$ cat src/rtl/sipo_deser_if.sv
// Word-side and bit-side signals of the serial-in/parallel-out deserialiser.
// Handshake: serial_in is taken on an edge where in_valid=1 (no ready on the
// bit side). A held word moves to the consumer on an edge where par_valid=1
// and par_ready=1; par_valid is registered and never depends on par_ready.
interface sipo_deser_if #(
   parameter int WIDTH = 8
);
   logic             in_valid;
   logic             serial_in;
   logic             par_ready;
   logic             par_valid;
   logic [WIDTH-1:0] parallel_out;

   // Environment side: drives bits and consumes words.
   modport master (
      output in_valid,
      output serial_in,
      output par_ready,
      input  par_valid,
      input  parallel_out
   );

   // Deserialiser side.
   modport slave (
      input  in_valid,
      input  serial_in,
      input  par_ready,
      output par_valid,
      output parallel_out
   );
endinterface

$ cat src/rtl/sipo_deser.sv
// Serial-in/parallel-out deserialiser. A shift stage collects WIDTH bits while
// a separate holding stage presents the last completed word, so shifting never
// stalls on the consumer. A word completing while the holding stage is still
// occupied and not being accepted is dropped and flagged by a one-cycle
// overrun pulse.
module sipo_deser #(
   parameter int WIDTH     = 8,
   parameter bit MSB_FIRST = 1'b1,
   localparam int CW       = $clog2(WIDTH)
) (
   input  logic          clk,
   input  logic          rst,
   input  logic          clear,
   sipo_deser_if.slave   bus,
   output logic [CW-1:0] bit_count,
   output logic          overrun
);

   logic [WIDTH-1:0] sreg;
   logic [WIDTH-1:0] shifted;
   logic             take;
   logic             last_bit;
   logic             complete;
   logic             accept;
   logic             load;
   logic             drop;

   // Next shift-register value if the current bit is taken; also the
   // completed word when this bit finishes one.
   always_comb begin
      shifted = sreg;
      if (MSB_FIRST) begin
         shifted = {sreg[WIDTH-2:0], bus.serial_in};
      end else begin
         shifted = {bus.serial_in, sreg[WIDTH-1:1]};
      end
   end

   // Event decode: a clear swallows any bit on the same edge, so it can
   // never complete a word.
   always_comb begin
      take     = bus.in_valid && !clear;
      last_bit = (bit_count == CW'(WIDTH - 1));
      complete = take && last_bit;
      accept   = bus.par_valid && bus.par_ready;
      load     = complete && (!bus.par_valid || bus.par_ready);
      drop     = complete && bus.par_valid && !bus.par_ready;
   end

   // Shift stage: partial word and its bit count.
   always_ff @(posedge clk or negedge rst) begin
      if (!rst) begin
         sreg      <= '0;
         bit_count <= '0;
      end else if (clear) begin
         sreg      <= '0;
         bit_count <= '0;
      end else if (take) begin
         sreg      <= shifted;
         bit_count <= last_bit ? '0 : bit_count + CW'(1);
      end
   end

   // Holding stage: load on completion when free or being emptied this edge;
   // otherwise an accept empties it.
   always_ff @(posedge clk or negedge rst) begin
      if (!rst) begin
         bus.parallel_out <= '0;
         bus.par_valid    <= 1'b0;
      end else if (load) begin
         bus.parallel_out <= shifted;
         bus.par_valid    <= 1'b1;
      end else if (accept) begin
         bus.par_valid    <= 1'b0;
      end
   end

   // Overrun pulse: high for the cycle after a completed word was dropped.
   always_ff @(posedge clk or negedge rst) begin
      if (!rst) begin
         overrun <= 1'b0;
      end else begin
         overrun <= drop;
      end
   end

endmodule

$ cat src/flat_wrapper.sv
// flat-port wrapper written by rule: the top's interface ports become plain ports
module sipo_deser_flat 
#(
   parameter int WIDTH     = 8,
   parameter bit MSB_FIRST = 1'b1,
   localparam int CW       = $clog2(WIDTH)
)
  (clk, rst, clear, bit_count, overrun, bus_in_valid, bus_serial_in, bus_par_ready, bus_par_valid, bus_parallel_out);
  sipo_deser_if #(.WIDTH(WIDTH)) bus_i ();
  input  logic clk;
  input  logic rst;
  input  logic clear;
  output logic [CW-1:0] bit_count;
  output logic overrun;
  input wire logic [$bits(bus_i.in_valid)-1:0] bus_in_valid;
  input wire logic [$bits(bus_i.serial_in)-1:0] bus_serial_in;
  input wire logic [$bits(bus_i.par_ready)-1:0] bus_par_ready;
  output wire logic [$bits(bus_i.par_valid)-1:0] bus_par_valid;
  output wire logic [$bits(bus_i.parallel_out)-1:0] bus_parallel_out;
  assign bus_i.in_valid = bus_in_valid;
  assign bus_i.serial_in = bus_serial_in;
  assign bus_i.par_ready = bus_par_ready;
  assign bus_par_valid = bus_i.par_valid;
  assign bus_parallel_out = bus_i.parallel_out;
  sipo_deser #(.WIDTH(WIDTH), .MSB_FIRST(MSB_FIRST)) u_core (.clk(clk), .rst(rst), .clear(clear), .bus(bus_i), .bit_count(bit_count), .overrun(overrun));
endmodule
$ cat config.mk
export PLATFORM = sky130hd
export DESIGN_NAME = sipo_deser_flat
export DESIGN_NICKNAME = d
export VERILOG_FILES = /design/src/rtl/sipo_deser_if.sv /design/src/rtl/sipo_deser.sv /design/src/flat_wrapper.sv
export SDC_FILE = /design/constraint.sdc
export NUM_CORES = 1
export LEC_CHECK = 0
export CAP_MARGIN = 20
export CELL_PAD_IN_SITES_DETAIL_PLACEMENT = 1
export CELL_PAD_IN_SITES_GLOBAL_PLACEMENT = 2
export CORE_MARGIN = 2
export CORE_UTILIZATION = 35
export DETAILED_ROUTE_END_ITERATION = 16
export GPL_TIMING_DRIVEN = 0
export PLACE_DENSITY_LB_ADDON = 0.3
export SYNTH_ARGS = -nofsm -noshare
export SYNTH_HDL_FRONTEND = slang
export SYNTH_SLANG_ARGS = --single-unit
$ cat constraint.sdc
create_clock -name clk -period 3.7 [get_ports clk]
set_clock_uncertainty 0.1 [all_clocks]
set_input_delay 1.11 -clock clk [delete_from_list [all_inputs] [get_ports clk]]
set_output_delay 1.11 -clock clk [all_outputs]
set_load 0.01 [all_outputs]
==> reports/metrics.yaml <==
worstMarginPinSlew_ns: 0.875
grt_pass1_wl_um: 2410
synth.top_cells.by_count: "dfrtp_1 (20), nor2_1 (11), mux2i_1 (9)"
switching_power_uw: 81.3
fmax_mhz: 406
p_int_uw: 297
status: "finished, final reports clean"
portBuffers: 18
synth_cell_types: 15
ys_warn_count: 0
synth_edf_count: 0
worstSkewPairLatency_ns: 0.29
ys_seq_area_share_pct: 57.6
wl_um: 1460
pwr-share-comb_pct: 7.8
dpl_worst_slack_ns: 1.11
drv_cap: 0
clock-root-buffer: "clkbuf_4"
cts_setup_buffers: 0
cts_max_path_buffers: 2
final_layout_size_suffix_gt1_share_pct: 20.7
hold_viol_final: 0
place_inst: 108
slowest_delay_ns: 0.56
max_slew_margin_pct: 41.5
synth_seq_cells: 20
grt_util_all_layers_pct: 12.0
fin_crit_sh_pct: 66.6
synthFlopType: "dfrtp_1"
die_w_um: 53.8
syn_nets: 68
setup_ws_ns: 1.23
path_clk_slew_ns: 0.11
slowest_stage: "clkdlybuf4s50_1"
postCtsHoldBufs: 0
die_h_um: 53.8
crit_fanout: 4
diodes: 0
min_period_ns: 2.47
cts.htree.levels: 1
clock_power_share_pct: 32.8
cts_resized: 0
final_nets: 91
avgRoutedWirePerCell_um: 13.1
async_flop_share_pct: 100
syn2layout_area_growth_pct: 29.2
yosys.area.top_type: "dfrtp_1"
fin_setup_tns_ns: 0
rr_worst_depth: 6
numClockSinks: 20
slew_violations: 0
whs_path_depth: 1
syn_area_per_cell_sq_um: 14.5
boundaryPins: 19
hp-class: "reg2reg"
endpoint_kind: "output port"
critPathKind: "reg2out"
synth_area_sq_um: 870
design_area_sq_um: 1120
ant_nets: 0
pwr-share-seq_pct: 59.4
drt-initial-drc-count: 3
antenna_found_initial: 0
vias_per_cell: 4.51
leakagePower_nw: 0.563
path_depth: 1
vdd_drop_max_uv: 157
placeableCoreArea_sq_um: 2410
netlist.area_leader.share_pct: 57.6
drc: 0
gp_congestion: 0.654
setup_viol: 0
netlist_top_cells_area: "dfrtp_1 (58%), mux2_4 (14%), mux2i_1 (10%)"
fin_cells: 112
worstPathArrival_ns: 1.26
grt-ovfl-total: 0
path_delay_family: "buffers and inverters"
grt_pass1_vias: 489
grt_max_degree: 21
p_sw_share_pct: 21.5
placed_area_sq_um: 1090
worst-path-buf-inv: 1
std_cell_rows: 18
required_ns: 2.49
cts_tree: "yes"
post-synth-top-count-cell: "dfrtp_1"
fillCellCount: 262
initial_core_util_pct: 36.1
setup.worst_path.start_class: "flop"
syn_inst: 60
firstDrtPassIters: 3
vias: 505
grt_setup_unrepaired: "no"
die_area_sq_um: 2900
cellPowerDensity_nw_per_um2: 336
path_cells: "clkdlybuf4s50_1"
hpwl_um: 1020
numCtsBuffers: 3
## cell usage in the layout, fill, tap and decap left out
master,n
ha_1,2
nand2b_4,1
clkbuf_4,3
buf_4,1
buf_6,1
mux2_4,8
nand2_1,1
clkdlybuf4s50_1,18
nor2b_4,1
clkbuf_8,1
clkbuf_1,1
nand3b_4,1
dfrtp_1,20
nand3b_1,1
mux2i_1,9
a21oi_1,1
nand2b_1,1
nor2_1,11
## flip-flops by register name (all words and copies together), names as in the netlist
name and cells:
u_core.bit_count 3, u_core.bus.par_valid 1, u_core.bus.parallel_out 8, u_core.overrun 1, u_core.sreg 7
## per-layer routing
| layer | vias up | routed length, um | global-route usage [%] |
|---|---|---|---|
| li1 | 245 | - | - |
| met2 | 11 | 655 | 17.5 |
| met3 | 2 | 67 | 2.78 |
| met4 | 0 | 13 | 5.13 |
| met1 | 247 | 726 | 16.9 |
| met5 | - | 0 | 0 |
## cells by family after synthesis
logic type / share of synthesized area, %
AO/OA/AOI/OAI: 0.575
adder cells (fa/ha/maj): 2.88
buffers and inverters: 2.59
flip-flops: 57.6
multiplexers: 24.2
AND/OR/NAND/NOR: 12.2
## power by group through the flow
| stage | combinational, mW | sequential, mW | clock, mW |
|---|---|---|---|
| 4_1_cts | 0.0302 | 0.225 | 0.130 |
| 6_report | 0.0293 | 0.225 | 0.124 |
| 5_1_grt | 0.0324 | 0.225 | 0.141 |
| 3_5_place_dp | 0.0301 | 0.229 | 0 |
| 2_1_floorplan | 0.0123 | 0.229 | 0 |
| 3_3_place_gp | 0.0295 | 0.229 | 0 |
## path summary, 6_finish.rpt
path	from	end	slack [ns]
setup reg to reg	u_core.bit_count[0]	u_core.bus.parallel_out[0]	1.98
min in group asynchronous	rst	u_core.bus.parallel_out[7]	1.20
setup / recovery	u_core.bit_count[0]	bit_count[0]	1.23
hold / removal	u_core.bus.parallel_out[2]	u_core.bus.parallel_out[2]	0.42
max in group asynchronous	rst	u_core.bit_count[0]	1.76
hold reg to reg	u_core.bus.parallel_out[2]	u_core.bus.parallel_out[2]	0.42
## area by class of cell
| type | count | area (sq um) | area share (%) |
|---|---|---|---|
| buffer | 3 | 22.5 | 2.00 |
| clock buffer | 4 | 36.3 | 3.23 |
| multi-input combinational | 37 | 347 | 30.8 |
| sequential | 20 | 500 | 44.5 |
| tap | 30 | 37.5 | 3.34 |
| timing repair buffer | 18 | 180 | 16.0 |
## metrics by stage
stage          power [mW]  hold slack (ns)  util (%)
6_report            0.378            0.421      46.6
5_1_grt             0.398            0.442      46.6
4_1_cts             0.385            0.428      46.6
3_5_place_dp        0.259            0.396      45.1
3_3_place_gp        0.258            0.392      45.1
2_1_floorplan       0.241            0.381         -
(Power assumes the default switching activity.)
